### config.mk
export PLATFORM = sky130hd
export DESIGN_NAME = jpeg_byte_stuffer
export DESIGN_NICKNAME = d
export VERILOG_FILES = /design/src/rtl/jpeg_pkg.sv /design/src/rtl/jpeg_word_fifo.sv /design/src/rtl/jpeg_byte_stuffer.sv
export SDC_FILE = /design/constraint.sdc
export NUM_CORES = 1
export LEC_CHECK = 0
export BUFFER_PORTS_ARGS = -buffer_cell sky130_fd_sc_hd__buf_2
export CELL_PAD_IN_SITES_DETAIL_PLACEMENT = 0
export CELL_PAD_IN_SITES_GLOBAL_PLACEMENT = 1
export CORE_ASPECT_RATIO = 1.1
export CORE_MARGIN = 5
export CORE_UTILIZATION = 25
export CTS_BUF_LIST = sky130_fd_sc_hd__clkbuf_8 sky130_fd_sc_hd__clkbuf_16
export DETAILED_ROUTE_END_ITERATION = 8
export GPL_TIMING_DRIVEN = 0
export PLACE_DENSITY_LB_ADDON = 0.1
export REMOVE_ABC_BUFFERS = 1
export SLEW_MARGIN = 20
export SYNTH_ARGS = -nofsm -noshare
export SYNTH_HDL_FRONTEND = slang
export SYNTH_SLANG_ARGS = --single-unit
### constraint.sdc
create_clock -name clk -period 3.66 [get_ports clk]
set_input_delay 0.732 -clock clk [delete_from_list [all_inputs] [get_ports clk]]
set_output_delay 0.732 -clock clk [all_outputs]
set_load 0.05 [all_outputs]
### src/rtl/jpeg_pkg.sv
// Shared types and constants for the JPEG byte stuffer: FSM states, marker
// bytes and the layout of one buffered input word.
package jpeg_pkg;

  typedef enum logic [2:0] {
    IDLE,
    LOAD,
    EMIT,
    STUFF,
    EOI_FF,
    EOI_D9,
    DONE
  } jpeg_state_e;

  localparam logic [7:0] MARKER_FF  = 8'hFF;
  localparam logic [7:0] STUFF_BYTE = 8'h00;
  localparam logic [7:0] EOI_LO     = 8'hD9;

  typedef struct packed {
    logic        last;
    logic [5:0]  nbits;
    logic [31:0] word;
  } jpeg_entry_t;

  // Out-of-range valid-bit counts mean "whole word".
  function automatic logic [5:0] norm_nbits(input logic [5:0] n);
    return (n == 6'd0 || n > 6'd32) ? 6'd32 : n;
  endfunction

endpackage

### src/rtl/jpeg_word_fifo.sv
// First-word-fall-through FIFO; rdata shows the head entry whenever empty=0.
// A push into a full FIFO is accepted when a pop happens on the same edge.
module jpeg_word_fifo #(
  parameter int WIDTH = 39,
  parameter int DEPTH = 4
) (
  input  logic             clk,
  input  logic             rst_n,
  input  logic             push,
  input  logic [WIDTH-1:0] wdata,
  input  logic             pop,
  output logic [WIDTH-1:0] rdata,
  output logic             full,
  output logic             empty
);

  localparam int AW = $clog2(DEPTH);

  logic [WIDTH-1:0] mem_q [DEPTH];
  logic [AW:0]      wr_ptr_q, wr_ptr_d;
  logic [AW:0]      rd_ptr_q, rd_ptr_d;
  logic             do_push, do_pop;

  // Pointers carry one extra wrap bit so full and empty can be told apart.
  assign empty   = (wr_ptr_q == rd_ptr_q);
  assign full    = (wr_ptr_q[AW] != rd_ptr_q[AW]) &&
                   (wr_ptr_q[AW-1:0] == rd_ptr_q[AW-1:0]);
  assign do_pop  = pop && !empty;
  assign do_push = push && (!full || do_pop);
  assign rdata   = mem_q[rd_ptr_q[AW-1:0]];

  always_comb begin
    wr_ptr_d = wr_ptr_q;
    rd_ptr_d = rd_ptr_q;
    if (do_push) wr_ptr_d = wr_ptr_q + {{AW{1'b0}}, 1'b1};
    if (do_pop)  rd_ptr_d = rd_ptr_q + {{AW{1'b0}}, 1'b1};
  end

  always_ff @(posedge clk or negedge rst_n) begin
    if (!rst_n) begin
      wr_ptr_q <= '0;
      rd_ptr_q <= '0;
    end else begin
      wr_ptr_q <= wr_ptr_d;
      rd_ptr_q <= rd_ptr_d;
    end
  end

  always_ff @(posedge clk) begin
    if (do_push) mem_q[wr_ptr_q[AW-1:0]] <= wdata;
  end

endmodule

### src/rtl/jpeg_byte_stuffer.sv
// Turns 32-bit entropy-coded words into a JPEG byte stream: 0x00 after every
// data 0xFF, 1-padding of the final partial byte, optional EOI marker.
module jpeg_byte_stuffer
  import jpeg_pkg::*;
#(
  parameter int FIFO_DEPTH = 4,
  parameter bit EMIT_EOI   = 1'b1
) (
  input  logic        clk,
  input  logic        rst,
  input  logic [31:0] JPEG_bitstream,
  input  logic        data_ready,
  input  logic        last,
  input  logic [5:0]  last_nbits,
  output logic [7:0]  byte_out,
  output logic        byte_valid,
  input  logic        byte_ready,
  output logic        frame_done,
  output logic        overflow,
  output logic [2:0]  dbg_state
);

  // Output handshake: byte_out is transferred on a rising edge where
  // byte_valid=1 and byte_ready=1; while valid and not ready, the byte holds.

  localparam int ENTRY_W = $bits(jpeg_entry_t);

  jpeg_state_e state_q, state_d;
  logic [31:0] word_q, word_d;
  logic [2:0]  cnt_q, cnt_d;
  logic        last_q, last_d;
  logic        overflow_q, overflow_d;

  jpeg_entry_t wr_entry, head;
  logic        fifo_full, fifo_empty, pop;
  logic [5:0]  head_nbits;
  logic [2:0]  head_cnt;
  logic [31:0] head_word;
  logic [31:0] cur_word;
  logic [2:0]  cur_cnt;
  logic        cur_last;

  assign wr_entry = '{last: last, nbits: last_nbits, word: JPEG_bitstream};

  jpeg_word_fifo #(
    .WIDTH (ENTRY_W),
    .DEPTH (FIFO_DEPTH)
  ) u_fifo (
    .clk   (clk),
    .rst_n (rst),
    .push  (data_ready),
    .wdata (wr_entry),
    .pop   (pop),
    .rdata (head),
    .full  (fifo_full),
    .empty (fifo_empty)
  );

  // Head decode: byte count and 1-padding below the valid bits of a last word.
  always_comb begin
    head_nbits = norm_nbits(head.nbits);
    head_cnt   = head.last ? 3'((head_nbits + 6'd7) >> 3) : 3'd4;
    head_word  = head.last ? (head.word | (32'hFFFF_FFFF >> head_nbits)) : head.word;
  end

  function automatic jpeg_state_e word_end_state(input logic is_last, input logic pending);
    if (is_last) return EMIT_EOI ? EOI_FF : DONE;
    return pending ? LOAD : IDLE;
  endfunction

  // LOAD presents the head's first byte straight from the FIFO and pops only
  // when that byte is accepted, so the next word follows with no bubble.
  always_comb begin
    state_d    = state_q;
    word_d     = word_q;
    cnt_d      = cnt_q;
    last_d     = last_q;
    pop        = 1'b0;
    byte_valid = 1'b0;
    byte_out   = STUFF_BYTE;
    frame_done = 1'b0;
    cur_word   = word_q;
    cur_cnt    = cnt_q;
    cur_last   = last_q;
    if (state_q == LOAD) begin
      cur_word = head_word;
      cur_cnt  = head_cnt;
      cur_last = head.last;
    end
    case (state_q)
      IDLE: begin
        if (!fifo_empty) state_d = LOAD;
      end
      LOAD, EMIT: begin
        byte_valid = 1'b1;
        byte_out   = cur_word[31:24];
        if (byte_ready) begin
          pop    = (state_q == LOAD);
          word_d = {cur_word[23:0], 8'h00};
          cnt_d  = cur_cnt - 3'd1;
          last_d = cur_last;
          if (cur_word[31:24] == MARKER_FF) state_d = STUFF;
          else if (cnt_d == 3'd0)           state_d = word_end_state(cur_last, !fifo_empty);
          else                              state_d = EMIT;
        end
      end
      STUFF: begin
        byte_valid = 1'b1;
        byte_out   = STUFF_BYTE;
        if (byte_ready) begin
          if (cnt_q == 3'd0) state_d = word_end_state(last_q, !fifo_empty);
          else               state_d = EMIT;
        end
      end
      EOI_FF: begin
        byte_valid = 1'b1;
        byte_out   = MARKER_FF;
        if (byte_ready) state_d = EOI_D9;
      end
      EOI_D9: begin
        byte_valid = 1'b1;
        byte_out   = EOI_LO;
        if (byte_ready) state_d = DONE;
      end
      DONE: begin
        frame_done = 1'b1;
        state_d    = IDLE;
      end
      default: state_d = IDLE;
    endcase
  end

  assign overflow_d = overflow_q | (data_ready & fifo_full & ~pop);
  assign overflow   = overflow_q;
  assign dbg_state  = state_q;

  always_ff @(posedge clk or negedge rst) begin
    if (!rst) begin
      state_q    <= IDLE;
      word_q     <= '0;
      cnt_q      <= '0;
      last_q     <= 1'b0;
      overflow_q <= 1'b0;
    end else begin
      state_q    <= state_d;
      word_q     <= word_d;
      cnt_q      <= cnt_d;
      last_q     <= last_d;
      overflow_q <= overflow_d;
    end
  end

endmodule

==> results.md <==
GRT:
- The via count of the first global-routing pass came to 5232.
- The global-route wire length before repair is 33200 um.
- The number of antenna violations at the first check in global routing is 1.
- The global-route congestion overflow total is 0.
- For this run, the total global-route usage over all layers was measured as 12.1%.
- Entering global routing, the biggest net connects 39 pins.

Detailed routing:
- The count of vias placed by the detailed router is 4966.
- The detailed-route DRC error count is 0.
- The post-detailed-routing wire length is 21900 um.
- The average wire length per cell after detail routing is 20.2 um.
- The count of nets left with antenna violations after detail routing is 0.
- After detailed routing, the number of vias per cell comes to 4.58.
- The count of routing violations after the opening detailed-route iteration is 228.
- The detailed-routing iteration count for the pre-antenna-repair pass is 5.

Floorplan:
- The floorplan step defined a core boundary enclosing 33100 um^2.
- From bottom edge to top edge, the die measures 202 um.
- For this configuration, the core starts out at a cell density of 25.2%.
- The floorplan step defined a die boundary enclosing 37100 um^2.
- The total I/O pin count is 57.
- The floorplan has 70 rows.
- The x dimension of the die is 184 um.

STA:
- In the finished design, the share of the clock period the worst path needs comes to 105%.
- The shortest clock period the worst path allows after layout is 3.83 ns.
- The highest achievable clock rate is 261 MHz.
- Clock skew on the completed layout was measured at 0.0152 ns.
- The number of slew-limit violations in the final report is 0.
- Summed over all failing endpoints, the final setup total negative slack is -0.713 ns.
- For the pin with the worst max-slew slack, the measured transition is 0.781 ns.
- Setup violations remaining at the end of the flow were counted as 7.
- After layout, the worst setup slack is -0.171 ns.
- The worst slack on hold paths is 0.188 ns.
- The normalized max-slew margin is 47.7%.
- Setup repair after global routing could not meet its margin everywhere.
- The hold violation count in the final report came to 0.

CTS:
- The tree is rooted in a clkbuf_16.
- Counting the buffers created by CTS gives 17.
- After clock tree synthesis, the clock-pin slew on the worst setup and hold paths is 0.08 ns.
- Counting along the longest clock path gives a buffer depth of 2.
- The hold-fix buffer count after cts is 0.
- The source-to-sink clock delay at the later pin of the worst-skew pair is 0.44 ns.
- In this run the number of H-tree levels came out at 4.
- TritonCTS built the clock tree.
- The clock net sink count is 194.

Synth:
- The cell count after synthesis came out at 545.
- In the synthesized netlist the dominant register cell turns out to be edfxtp_1.
- The sequential element share of the synthesized area is 67.6%.
- The number of synthesized register bits is 194.
- The post-synthesis area per instance is 15.3 um^2.
- In this run, synthesis inferred 156 flip-flops with an integrated enable.
- Yosys printed 0 warnings.
- The post-synthesis cell area is 8340 um^2.
- The proportion of synthesized flip-flops having asynchronous set or reset is 19.6%.
- The count of cell types in the netlist is 63.

Critical path:
- The largest individual stage delay along the critical path comes from the cell mux4_2.
- The cell with the most instances on the worst path is buf_4.
- STA puts the critical path data required time at 2.93 ns.
- The setup path with the least slack is of type reg2out.
- The capturing element type of the critical path is an output pin.
- Of all nets on the critical path, the largest fanout is 5.
- The worst setup path is launched from a flop.
- The critical path's largest stage delay is 0.59 ns.
- At the worst endpoint, the arrival time is 3.10 ns.
- The worst register-to-register path has a depth of 12.
- Walking the worst path, the cells encountered are buf_16 -> mux4_2 -> buf_6 -> nor4b_4 -> a31oi_4 -> o21ai_4 -> buf_4 -> o2bb2ai_1 -> buf_4.

Power and ir drop:
- Dividing total power by cell area gives a power density of 937 nW/um^2.
- The analysis attributes to cell leakage a power of 0.00364 uW.
- VDD sags by at most 321 uV.

Layout:
- Of the cells placed in the final design, the portion with a size suffix greater than 1 is 32.8%.
- The final layout contains 689 nets.
- The synthesis-to-finish area growth is 24.1%.
- The antenna cell count is 0.

Place:
- The final weighted congestion in routability-driven placement is 0.725.
- Summed over all nets, the half-perimeter wirelength after detailed placement is 13500 um.
- The number of buffer cells added on primary ports is 56.

Flow run:
- The tool flagged a number of max-cap violations equal to 0.

Outcome:
- The flow ran to the end, but the final reports show violations.
- The checks that failed: negative setup slack.

Min path:
- In this run the worst hold path is classified as in2async.
==> area by class of cell <==
type / instances / area (um^2)
Clock buffer: 17 / 425
Clock inverter: 15 / 133
Fill cell: 3312 / 22800
Inverter: 9 / 33.8
Multi-Input combinational cell: 311 / 2670
Sequential cell: 194 / 5640
Tap cell: 432 / 541
Timing Repair Buffer: 106 / 912
==> per-stage QoR <==
step / setup slack (ns) / util [%] / total power [uW] / instance area [um^2] / instances
2_1_floorplan: -1.58 / - / 5860 / 8200 / 514
3_3_place_gp: -2.30 / 27.2 / 7070 / 9020 / 1002
3_5_place_dp: -0.597 / 27.9 / 7250 / 9240 / 1009
4_1_cts: -0.249 / 30.6 / 9600 / 10100 / 1067
5_1_grt: -0.273 / 31.3 / 10300 / 10400 / 1084
6_report: -0.171 / 31.3 / 9700 / 10400 / 1084
==> worst paths after layout <==
path / startpoint / endpoint / slack [ns]
max: u_fifo.rd_ptr_q[0] / byte_out[3] / -0.17
min: rst / word_q[24] / 0.19
max reg2reg: u_fifo.rd_ptr_q[0] / dbg_state[1] / 0.08
min reg2reg: overflow / overflow / 0.47
max in group asynchronous: rst / u_fifo.rd_ptr_q[0] / 2.99
min in group clk: overflow / overflow / 0.47
==> kinds of logic (layout without fill, tap and decap cells) <==
family,after synthesis,after routing,share of synthesized area (%)
DFF,194,194,67.6
AOI/OAI and AO/OA,112,112,8.76
muxes,47,47,11.6
buffers and inverters,40,147,2.09
xor gates and xnor gates,9,9,0.945
adders and majority gates,7,7,1.05
and+or+nand+nor,136,136,8.04
==> layout by cell type, fill, tap and decap left out, types with 17 or more instances in the layout <==
cell type | Yosys | final
edfxtp_1 | 156 | 156
a21oi_1 | 27 | 24
buf_2 | 0 | 49
mux4_2 | 39 | 39
nor2_1 | 36 | 34
buf_4 | 0 | 37
o21ai_1 | 29 | 29
dfrtp_1 | 38 | 36
nand2_1 | 49 | 49
clkbuf_16 | 0 | 17
==> sequential cells by signal, indices dropped and copies added, names as in the netlist <==
name / cells
overflow: 1
u_fifo.rd_ptr_q: 3
u_fifo.wr_ptr_q: 3
last_q: 1
u_fifo.mem_q: 156
cnt_q: 3
word_q: 24
dbg_state: 3
==> critical path, delay by kind of cell (launching register included) <==
family	cells	cell delay, ns
buffers and inverters	4	0.66
AND/OR/NAND/NOR	1	0.40
AO/OA/AOI/OAI	3	0.51
multiplexers	1	0.59
flip-flops	1	0.47
==> synthesized netlist by cell type, types with 3 or more instances <==
cell | instances | area, um^2
mux4_2 | 39 | 878
edfxtp_1 | 156 | 4680
a31oi_1 | 4 | 25.0
dfrtp_1 | 38 | 951
o21a_1 | 3 | 22.5
xnor2_1 | 4 | 35.0
o21ai_1 | 29 | 145
nor2_1 | 36 | 135
a22oi_1 | 3 | 22.5
mux2i_1 | 4 | 40.0
nor2b_1 | 3 | 18.8
nand2b_1 | 6 | 37.5
o21ai_0 | 9 | 45.0
and2_1 | 6 | 37.5
xor2_1 | 5 | 43.8
or3_1 | 3 | 18.8
mux2_2 | 4 | 45.0
nand3_1 | 4 | 20.0
o31ai_1 | 10 | 75.1
inv_1 | 8 | 30.0
nor3_1 | 15 | 75.1
a21oi_1 | 27 | 135
a211oi_1 | 5 | 37.5
ha_1 | 7 | 87.6
clkbuf_1 | 27 | 101
nand2_1 | 49 | 184
==> power by group <==
group	switching, uW	leakage [uW]	internal, uW
combinational	2640	0.00147	1920
clock	845	0.000269	944
sequential	342	0.00190	3010
total	3820	0.00364	5870
==> layer usage <==
layer | global-route usage, % | up-vias | routed length [um]
met5 | 0 | - | 0
met4 | 3.49 | 0 | 285
met3 | 2.53 | 17 | 749
met2 | 20.4 | 88 | 11200
met1 | 15.7 | 2552 | 9670
li1 | - | 2309 | -
==> what timing repair did <==
action	4_1_cts	5_1_grt
endpoints found under the setup margin	140	10
gates resized for setup	23	22
pin swaps	3	9
cloned	1	0
setup buffers	25	16
endpoints found under the hold margin	0	0
(Power assumes the default switching activity.)
